===== src/rtl/qs_fetch.sv =====
// Microcode fetch stage: PC register driving the ROM, one output register toward decode.
// Latency: the instruction at rom_ra appears on dec_* one cycle later; a redirect costs one bubble.
// Backpressure: dec_accept=0 with dec_vld=1 freezes the PC and the output register; a redirect always wins.
module qs_fetch #(
    parameter int PC_W   = 8,
    parameter int INST_W = 16
) (
    input  logic              clk,
    input  logic              arst_n,
    output logic [PC_W-1:0]   rom_ra,
    input  logic [INST_W-1:0] rom_rout,
    output logic              dec_vld,
    output logic [INST_W-1:0] dec_inst,
    output logic [PC_W-1:0]   dec_pc,
    input  logic              dec_accept,
    input  logic              xct_redirect,
    input  logic [PC_W-1:0]   xct_redirect_pc
);

    typedef logic [PC_W-1:0]   pc_t;
    typedef logic [INST_W-1:0] inst_t;
    typedef enum logic {IDLE = 1'b0, VALID = 1'b1} state_t;

    state_t state_q, state_d;
    pc_t    pc_q, pc_d;
    pc_t    dpc_q, dpc_d;
    inst_t  inst_q, inst_d;
    pc_t    pc_seq, pc_next;
    logic   is_jmp, is_call, load;

    // Only unconditional J and CALL are resolved here; conditional J and RET are resolved by execute.
    assign is_jmp  = (rom_rout[15:12] == 4'b0001) && (rom_rout[9:8] == 2'b00);
    assign is_call = (rom_rout[15:11] == 5'b11000);
    assign pc_seq  = pc_q + pc_t'(1);
    assign pc_next = (is_jmp || is_call) ? pc_t'(rom_rout[7:0]) : pc_seq;
    assign load    = (state_q == IDLE) || dec_accept;

    always_comb begin
        state_d = state_q;
        pc_d    = pc_q;
        dpc_d   = dpc_q;
        inst_d  = inst_q;
        if (xct_redirect) begin
            state_d = IDLE;
            pc_d    = xct_redirect_pc;
        end else if (load) begin
            state_d = VALID;
            inst_d  = rom_rout;
            dpc_d   = pc_q;
            pc_d    = pc_next;
        end
    end

    always_ff @(posedge clk or negedge arst_n) begin
        if (!arst_n) begin
            state_q <= IDLE;
            pc_q    <= '0;
            dpc_q   <= '0;
            inst_q  <= '0;
        end else begin
            state_q <= state_d;
            pc_q    <= pc_d;
            dpc_q   <= dpc_d;
            inst_q  <= inst_d;
        end
    end

    assign rom_ra   = pc_q;
    assign dec_vld  = (state_q == VALID);
    assign dec_inst = inst_q;
    assign dec_pc   = dpc_q;

endmodule


===== config.mk =====
export PLATFORM = sky130hd
export DESIGN_NAME = qs_fetch
export DESIGN_NICKNAME = d
export VERILOG_FILES = /design/src/rtl/qs_fetch.sv
export SDC_FILE = /design/constraint.sdc
export NUM_CORES = 1
export LEC_CHECK = 0
export BUFFER_PORTS_ARGS = -buffer_cell sky130_fd_sc_hd__buf_2
export CAP_MARGIN = 10
export CORE_MARGIN = 3
export CORE_UTILIZATION = 43
export DETAILED_ROUTE_END_ITERATION = 10
export PLACE_DENSITY = 0.75
export SLEW_MARGIN = 30
export SYNTH_ARGS = -nofsm -noshare
export SYNTH_HDL_FRONTEND = slang
export SYNTH_SLANG_ARGS = --single-unit

===== constraint.sdc =====
create_clock -name clk -period 1.3 [get_ports clk]
set_input_delay 0.065 -clock clk [delete_from_list [all_inputs] [get_ports clk]]
set_output_delay 0.065 -clock clk [all_outputs]
set_load 0.005 [all_outputs]

# Word level (Yosys, flattened, before mapping)

Index checks and enable logic that the tools add are counted.

Add/sub/neg operators: 1
Eq/ne operators: 2
Muxes and demuxes: 5
Bitwise gates (word level): 2
Reduce and logical (&&, ||, !) cells: 6

Operator list:

| operator                                                        | number |
|---|---|
| 8-bit 2-to-1 mux                                                | 3 |
| 8-bit by 1-bit adder with 8-bit output, second input constant   | 1 |
| 5-bit == test, second input constant                            | 1 |
| 4-bit by 1-bit == test with 1-bit output, second input constant | 1 |
| 2-bit logical NOT                                               | 1 |
| 1-bit logical OR                                                | 2 |
| 1-bit 2-to-1 mux                                                | 2 |
| 1-bit NOT                                                       | 2 |
| 2-bit AND reduction                                             | 1 |
| 2-bit nonzero test                                              | 1 |
| 1-bit logical AND                                               | 1 |

Register bits: 33
Input port bits: 28
Output and inout port bits: 33
Word-level logic and storage cells: 20

# Depth between registers and ports, before layout

Gate-level depths: netlist (run 1).

Depth after elaboration: 6
Gate-level depth with buffers: 6
Gate-level depth less buffers: 5

# Least setup slack after synthesis (run 1)

No wires, ideal clock.

Path type: in2reg
Start: in rom_rout[13]
End: reg pc_q[3] (netlist: rom_ra[3])
Data arrival time: 1.285 ns
Required time: 1.158 ns
Setup slack: -0.128 ns
Stages: 5
Path through: or4b_1 -> o32a_1 -> buf_6 -> mux2i_1 -> o221ai_1

Word-level cells in the longest chain between the ends: 6
Elaborated cells on any way between the ends: 7

RTL lines:

| element                                  | RTL line | source |
|---|---|---|
| start: declaration                       | 11       | `input logic [INST_W-1:0] rom_rout,` |
| 4-bit by 1-bit == test with 1-bit output | 32       | `assign is_jmp = (rom_rout[15:12] == 4'b0001) && (rom_rout[9:8] == 2'b00);` |
| 1-bit logical AND                        | 32       |  |
| 1-bit logical OR (*)                     | 35       | `assign pc_next = (is_jmp \|\| is_call) ? pc_t'(rom_rout[7:0]) : pc_seq;` |
| 8-bit 2-to-1 mux (*)                     | 35       |  |
| 8-bit 2-to-1 mux (*)                     | 46       | `end else if (load) begin` |
| 8-bit 2-to-1 mux (*)                     | 43       | `if (xct_redirect) begin` |
| end signal: assignment                   | 62       | `pc_q <= pc_d;` |
| end: declaration                         | 25       | `pc_t pc_q, pc_d;` |

Every way passes the cells marked *; elsewhere a longest branch is shown, timed or not. The select of a mux whose other input is x is not followed.
A chain may end at the register's enable or synchronous reset.

# Final worst setup path (run 1)

Start: reg pc_q[0] (netlist: rom_ra[0])
End: reg pc_q[5] (netlist: rom_ra[5])

Word-level cells in the longest chain between the ends: 4

RTL lines:

| element                                | RTL line | source |
|---|---|---|
| 8-bit by 1-bit adder with 8-bit output | 34       | `assign pc_seq = pc_q + pc_t'(1);` |
| 8-bit 2-to-1 mux                       | 35       |  |
| 8-bit 2-to-1 mux                       | 46       |  |
| 8-bit 2-to-1 mux                       | 43       |  |

No other way between the ends. The select of a mux whose other input is x is not followed.

==> results of run 1 <==
-- power by group --
group	total, W	leakage (nW)	switching (W)	internal (W)
Sequential	0.00125	0.404	0.0000904	0.00116
Combinational	0.000699	0.841	0.000327	0.000372
Clock	0.000661	0.0413	0.000348	0.000313
-- metal layers --
metal	track usage	vias up	wire, um
li1	-	780	-
met1	0.2871	729	1880
met2	0.3565	75	2104
met3	0.05299	4	384
met4	0.06736	0	23
met5	0	-	0
-- cells in the mapped netlist (all sizes together) --
master,number,area (um2)
a21oi,3,15.01
a221oi,1,8.760
and3,6,37.54
buf,1,11.26
clkbuf,8,30.03
dfrtp,33,825.8
ha,1,12.51
inv,4,15.01
mux2i,5,50.05
nand2,78,292.8
nand2b,1,6.260
nand3,3,15.01
nand4,2,12.51
nor2,1,3.750
nor2b,1,6.260
nor3,1,5.000
o21ai,11,55.05
o221ai,4,35.03
o32a,1,10.01
or3,3,18.77
or4b,1,10.01
or4bb,1,11.26
xnor2,2,17.52
xor2,1,8.760
-- how the worst max path moves through the flow --
stage               slack, ps         to  cells past startpoint
floorplan                -130  rom_ra[3]                      5
global placement         -310  rom_ra[3]                      6
detailed placement       -350  rom_ra[0]                      6
CTS                         3  rom_ra[0]                      6
global route             -100  rom_ra[5]                      5
finish                     -7  rom_ra[5]                      5
-- cell type report --
| type | count | area, um2 |
|---|---|---|
| clock buffers | 7 | 65.06 |
| clock inverters | 1 | 5.005 |
| fillers | 260 | 830.8 |
| inverters | 4 | 15.01 |
| multi-input cells | 127 | 664.4 |
| flip-flops and latches | 33 | 825.8 |
| well taps | 44 | 55.05 |
| repair buffers | 106 | 742.0 |
-- repair_timing --
item / CTS / global route
hold endpoints to repair: 57 / 0
endpoints found under the setup margin: 2 / 28
hold buffers: 25 / 0
buffers inserted: 2 / 3
pin swaps: 3 / 11
gates resized for setup: 2 / 10
-- sequential cells by signal, summed over array words and instances, names as in the netlist --
register / count
dec_inst: 16
dec_pc: 8
rom_ra: 8
dec_vld: 1
-- cells by family after synthesis --
group           after synthesis
buf+inv                      13
flops                        33
simple gates                 98
fa+ha+maj                     1
xor+xnor                      3
mux                           5
compound gates               20
-- metrics by stage --
| step | TNS, ps | hold slack [ps] | area, um2 | utilization |
|---|---|---|---|---|
| finish | -8.836 | 130.2 | 2372 | 0.7406 |
| global route | -939.2 | 128.5 | 2372 | 0.7406 |
| CTS | 0 | 116.6 | 2305 | 0.7195 |
| detailed placement | -2490 | 8.829 | 1963 | 0.6129 |
| global placement | -2279 | 2.553 | 1963 | 0.6129 |
| floorplan | -733.6 | -230.6 | 1520 | - |
==> results.sh, run 1 <==
export IMPL_design_die_area_um2=4269
export IMPL_syn2layout_area_growth_pct=56.69
export IMPL_gp_congestion=0.8351
export IMPL_io_pins=61
export IMPL_firstDrtPassIters=6
export IMPL_rows=20
export IMPL_grt_max_degree=21
export IMPL_r2r_end="rom_ra[5]"
export IMPL_p_leak_nw=1.287
export IMPL_synth_mux_area_frac=0.03306
export IMPL_setup_slack_ps=-6.831
export IMPL_yosys_area_share_adder=0.008264
export IMPL_dieWidth_um=65.34
export IMPL_cp_arrival_ps=1570
export IMPL_pre_cts_slack_ps=-347.4
export IMPL_via_per_inst=4.932
export IMPL_crit_start="rom_ra[0]"
export IMPL_syn_instance_count=173
export IMPL_placed_cells=284
export IMPL_finalCriticalPeriod_ps=1307
export IMPL_cts_buffers=5
export IMPL_synth_simple_area_share=0.2769
export IMPL_layout_common_cells="78 x nand2_1, 59 x buf_2, 33 x dfrtp_1, 25 x dlygate4sd3_1, 16 x buf_4"
export IMPL_die_h_um=65.34
export IMPL_grt_pass1_vias=1605
export IMPL_setup_violations_final=2
export IMPL_synth_xor_area_share=0.01736
export IMPL_avgRoutedWirePerCell_um=13.64
export IMPL_syn_num_nets=202
export IMPL_clk_latency_ps=330
export IMPL_tightest_slew_ps=384.3
export IMPL_synth_seq_cells=33
export IMPL_via_count=1588
export IMPL_overflow=0
export IMPL_synth_top_family_by_area="simple AND/OR/NAND/NOR gates"
export IMPL_yosysUniqueCellTypes=25
export IMPL_fin_cells=322
export IMPL_rsz0062_at_grt="yes"
export IMPL_syn_area_per_cell_um2=8.751
export IMPL_slew_viol_final=0
export IMPL_min_delay_path_depth=2
export IMPL_drt_iter0_drc=98
export IMPL_crit_required_ps=1560
export IMPL_cpLargestDelayFamily="simple AND/OR/NAND/NOR gates"
export IMPL_root_buffer="clkbuf_4"
export IMPL_slew_headroom=0.7438
export IMPL_hold_viol=0
export IMPL_final_common_cell="nand2_1"
export IMPL_period_share=1.005
export IMPL_power_total_w=0.002609
export IMPL_p_per_area_nw_per_um2=1100
export IMPL_min_from="xct_redirect"
export IMPL_clock_sinks=33
export IMPL_violations="setup timing"
export IMPL_fmax_mhz=765.2
export IMPL_initial_utilization=0.4727
export IMPL_hold_path_class="in -> reg"
export IMPL_drc_errors=0
export IMPL_vdd_ir_drop_max_uv=639.3
export IMPL_place_hpwl_um=2942
export IMPL_port_buffers=60
export IMPL_wl_um=4393
export IMPL_grt_usage=0.2187
export IMPL_outcome="finished with violations"
export IMPL_yosys_warnings=0
export IMPL_cts_max_path_buffers=2
export IMPL_synth_area_um2=1514
export IMPL_path_clk_slew_ps=100
export IMPL_crit_chain="buf_6, nand4_1, or3_1, and3_1, o21ai_1"
export IMPL_ant_nets=0
export IMPL_synth_compound_area_frac=0.08182
export IMPL_worstSetupEndpointType="register"
export IMPL_core_area_um2=3203
export IMPL_worstSetupPathType="reg -> reg"
export IMPL_antenna_found_initial=0
export IMPL_skew_ps=7.948
export IMPL_r2r_start="rom_ra[0]"
export IMPL_cts_tree="yes"
export IMPL_cpPeakStageDelay_ps=390
export IMPL_hold_end="rom_ra[1]"
export IMPL_r2r_slack_ps=-7
export IMPL_drive_above_1_share=0.3489
export IMPL_startpoint_type="register"
export IMPL_grt_pass1_wl_um=7217
export IMPL_cp_max_fo=4
export IMPL_slowest_stage="dfrtp_1"
export IMPL_htree_levels=2
export IMPL_yosysSeqAreaShare=0.5455
export IMPL_fin_nets=306
export IMPL_maxCapViolCount=0
export IMPL_r2r_cells=5
export IMPL_crit_buf_inv=1
export IMPL_diodes=0
(Power assumes the default switching activity.)
==> run 2: changes to the inputs <==
--- a/config.mk
+++ b/config.mk
@@ -5,10 +5,11 @@
 export SDC_FILE = /design/constraint.sdc
 export NUM_CORES = 1
 export LEC_CHECK = 0
+export ABC_AREA = 1
 export BUFFER_PORTS_ARGS = -buffer_cell sky130_fd_sc_hd__buf_2
 export CAP_MARGIN = 10
 export CORE_MARGIN = 3
-export CORE_UTILIZATION = 43
+export CORE_UTILIZATION = 44
 export DETAILED_ROUTE_END_ITERATION = 10
 export PLACE_DENSITY = 0.75
 export SLEW_MARGIN = 30
==> run 2 against run 1 <==
Against the previous run:
- the run now ends clean
- sequential share of layout area increased by 3.8 points
- sequential power is essentially flat
- clock power increased by 17%
- register-to-register slack improved by 120 ps
- count of clock-buffer cells in the layout is the same
- setup slack better by 120 ps
- total power increased by 3.0%
- non-clock buffer count shrank 37
- first-iteration DRC count increased by 2.0%
- cell count is 0.62% higher
- largest power group unchanged
==> results.sh, run 2 <==
export IMPL_largest_reg_flops=16
export IMPL_syn_area_per_cell_um2=7.906
export IMPL_clock_sinks=33
export IMPL_r2r_end="rom_ra[6]"
export IMPL_diodes=0
export IMPL_cts_buffers=5
export IMPL_port_buffers=60
export IMPL_antenna_found_initial=0
export IMPL_slew_viol_final=0
export IMPL_overflow=0
export IMPL_slew_headroom=0.7363
export IMPL_syn2layout_area_growth_pct=31.19
export IMPL_yosysSeqAreaShare=0.5046
export IMPL_fmax_mhz=839.5
export IMPL_cts_tree="yes"
export IMPL_wl_um=3973
export IMPL_final_cell_area_um2=2147
export IMPL_slowest_stage="dfrtp_2"
export IMPL_clk_latency_ps=280
export IMPL_grt_usage=0.1914
export IMPL_routed_top_layer="met4"
export IMPL_drc_errors=0
export IMPL_setup_violations_final=0
export IMPL_path_clk_slew_ps=70
export IMPL_outcome="completed"
export IMPL_clkPwrFrac=0.287
export IMPL_synth_area_um2=1637
export IMPL_yosysMostFrequentCell="nand2_1"
export IMPL_pre_cts_slack_ps=-71.75
export IMPL_synth_seq_cells=33
export IMPL_via_count=1541
export IMPL_synthArstFlopShare=1.000
export IMPL_p_leak_nw=1.200
export IMPL_rows=21
export IMPL_synth_common_cells="93 x nand2_1, 33 x dfrtp_1, 20 x inv_1"
export IMPL_grt_pass1_wl_um=6306
export IMPL_wl_met1_um=1771
export IMPL_ys_flop_type="dfrtp_1"
export IMPL_cp_max_fo=4
export IMPL_hold_slack_ps=0.09798
export IMPL_hold_path_class="in -> reg"
export IMPL_nFillCells=304
export IMPL_swShare=0.3001
export IMPL_vdd_ir_drop_max_uv=798.9
export IMPL_finalCriticalPeriod_ps=1191
export IMPL_yosysUniqueCellTypes=18
export IMPL_fin_cells=324
export IMPL_grt_max_degree=35
export IMPL_cts_max_path_buffers=2
export IMPL_initial_utilization=0.4719
export IMPL_core_area_um2=3468
export IMPL_comb_power_share=0.238
export IMPL_maxCapViolCount=0
export IMPL_skew_ps=7.331
export IMPL_synth_top_area_cell="dfrtp_1"
export IMPL_root_buffer="clkbuf_8"
export IMPL_p_int_w=0.001881
export IMPL_post_dp_cell_area_um2=2009
export IMPL_placed_cells=314
export IMPL_syn_instance_count=207
export IMPL_io_pins=61
export IMPL_crit_buf_inv=0
export IMPL_yosys_warnings=0
export IMPL_dieWidth_um=66.99
export IMPL_period_share=0.9163
export IMPL_r2r_start="rom_ra[0]"
export IMPL_multi_input_area_um2=696.9
export IMPL_fin_nets=307
export IMPL_p_sw_w=0.0008064
export IMPL_startpoint_type="register"
export IMPL_tightest_slew_ps=395.5
export IMPL_die_h_um=66.99
export IMPL_layout_common_cells="93 x nand2_1, 60 x buf_2, 30 x dfrtp_1, 20 x inv_1, 16 x nand3_1"
export IMPL_design_die_area_um2=4487
export IMPL_grt_pass1_vias=1372
export IMPL_setup_slack_ps=108.8
export IMPL_ant_nets=0
export IMPL_crit_start="rom_ra[0]"
export IMPL_worstSetupEndpointType="register"
export IMPL_pwr_share_seq=0.475
export IMPL_hold_viol=0
export IMPL_via_per_inst=4.756
export IMPL_firstDrtPassIters=4
export IMPL_power_total_w=0.002687
export IMPL_crit_end="rom_ra[6]"
export IMPL_cp_arrival_ps=1370
export IMPL_drt_iter0_drc=100
export IMPL_htree_levels=2
export IMPL_worstSetupPathType="reg -> reg"
export IMPL_cpLargestDelayFamily="flip-flops"
export IMPL_seq_area_um2=829.5
export IMPL_crit_chain="ha_4, nand3_1, nor2_1, nand2_1, nand2_1, nand2_1, nand3_1, nand2_1, nand2_1"
export IMPL_place_hpwl_um=2960
export IMPL_p_per_area_nw_per_um2=1252
export IMPL_synth_edff_count=0
export IMPL_route_met2_wl_um=1816
export IMPL_avgRoutedWirePerCell_um=12.26
export IMPL_crit_top_cell="nand2_1"
export IMPL_final_common_cell="nand2_1"
export IMPL_netlist_area_leader_share=0.5046
export IMPL_ys_top_cells_by_area="dfrtp_1 50%, nand2_1 21%, o21ai_2 5.4%"
export IMPL_gp_congestion=0.8836
export IMPL_routed_wl_met3_um=305
export IMPL_cp_depth=9
export IMPL_r2r_slack_ps=110
export IMPL_crit_required_ps=1480
export IMPL_drive_above_1_share=0.3345
export IMPL_cpPeakStageDelay_ps=450
export IMPL_r2r_cells=9
export IMPL_syn_num_nets=236
-- run 2: worst min path at each step --
stage	slack, ps	from	to	cells past startpoint
after detailed placement	10	arst_n	dec_inst[13]	1
after global routing	9	rom_rout[3]	dec_inst[3]	3
after CTS	2	rom_rout[9]	dec_inst[9]	3
after floorplan	-230	arst_n	dec_inst[0]	0
after global placement	9	arst_n	dec_inst[13]	1
final	0.1	rom_rout[9]	dec_inst[9]	3
-- run 2: layout make-up --
cell class	count	area share
inverter	23	0.04254
multi-input combinational	146	0.3246
tap	46	0.02681
clock buffer	7	0.04021
sequential	33	0.3864
timing repair buffer	69	0.1795
-- run 2: through the flow --
step	util	setup TNS [ps]
after global routing	0.6190	-10.88
final	0.6190	0
after detailed placement	0.5794	-448.1
after CTS	0.6108	0
after global placement	0.5794	-0.2293
after floorplan	-	0
-- run 2: what timing repair did --
item | CTS | global route
setup endpoints to repair | 22 | 5
endpoints found under the hold margin | 16 | 0
gates cloned | 0 | 0
buffers inserted | 0 | 1
hold buffers | 2 | 0
gates resized for setup | 1 | 7
pin swaps | 0 | 1
-- run 2: kinds of logic after synthesis --
kind of cell               Yosys count  share of synthesized area
DFF                                 33                     0.5046
adders and majority gates            1                   0.007644
buffers and inverters               28                    0.08027
AOI/OAI and AO/OA                   22                    0.09021
xor gates and xnor gates             3                    0.01606
and+or+nand+nor                    120                     0.3012
-- run 2: power groups by stage --
stage / Clock, W / Combinational, W / Sequential, W
detailed placement: 0 / 0.000620 / 0.00128
finish: 0.000771 / 0.000639 / 0.00128
floorplan: 0 / 0.000326 / 0.00129
CTS: 0.000779 / 0.000630 / 0.00127
global route: 0.000836 / 0.000736 / 0.00130
global placement: 0 / 0.000601 / 0.00129
-- run 2: tightest hold or removal path, delay by kind of cell --
| family | cells | cell delay (ps) |
|---|---|---|
| buf+inv | 1 | 90 |
| simple gates | 2 | 100 |
-- run 2: metal layers --
layer / GRT usage / up-vias
li1: - / 781
met1: 0.2598 / 694
met2: 0.2785 / 59
met3: 0.06239 / 7
met4: 0.07848 / 0
met5: 0 / -
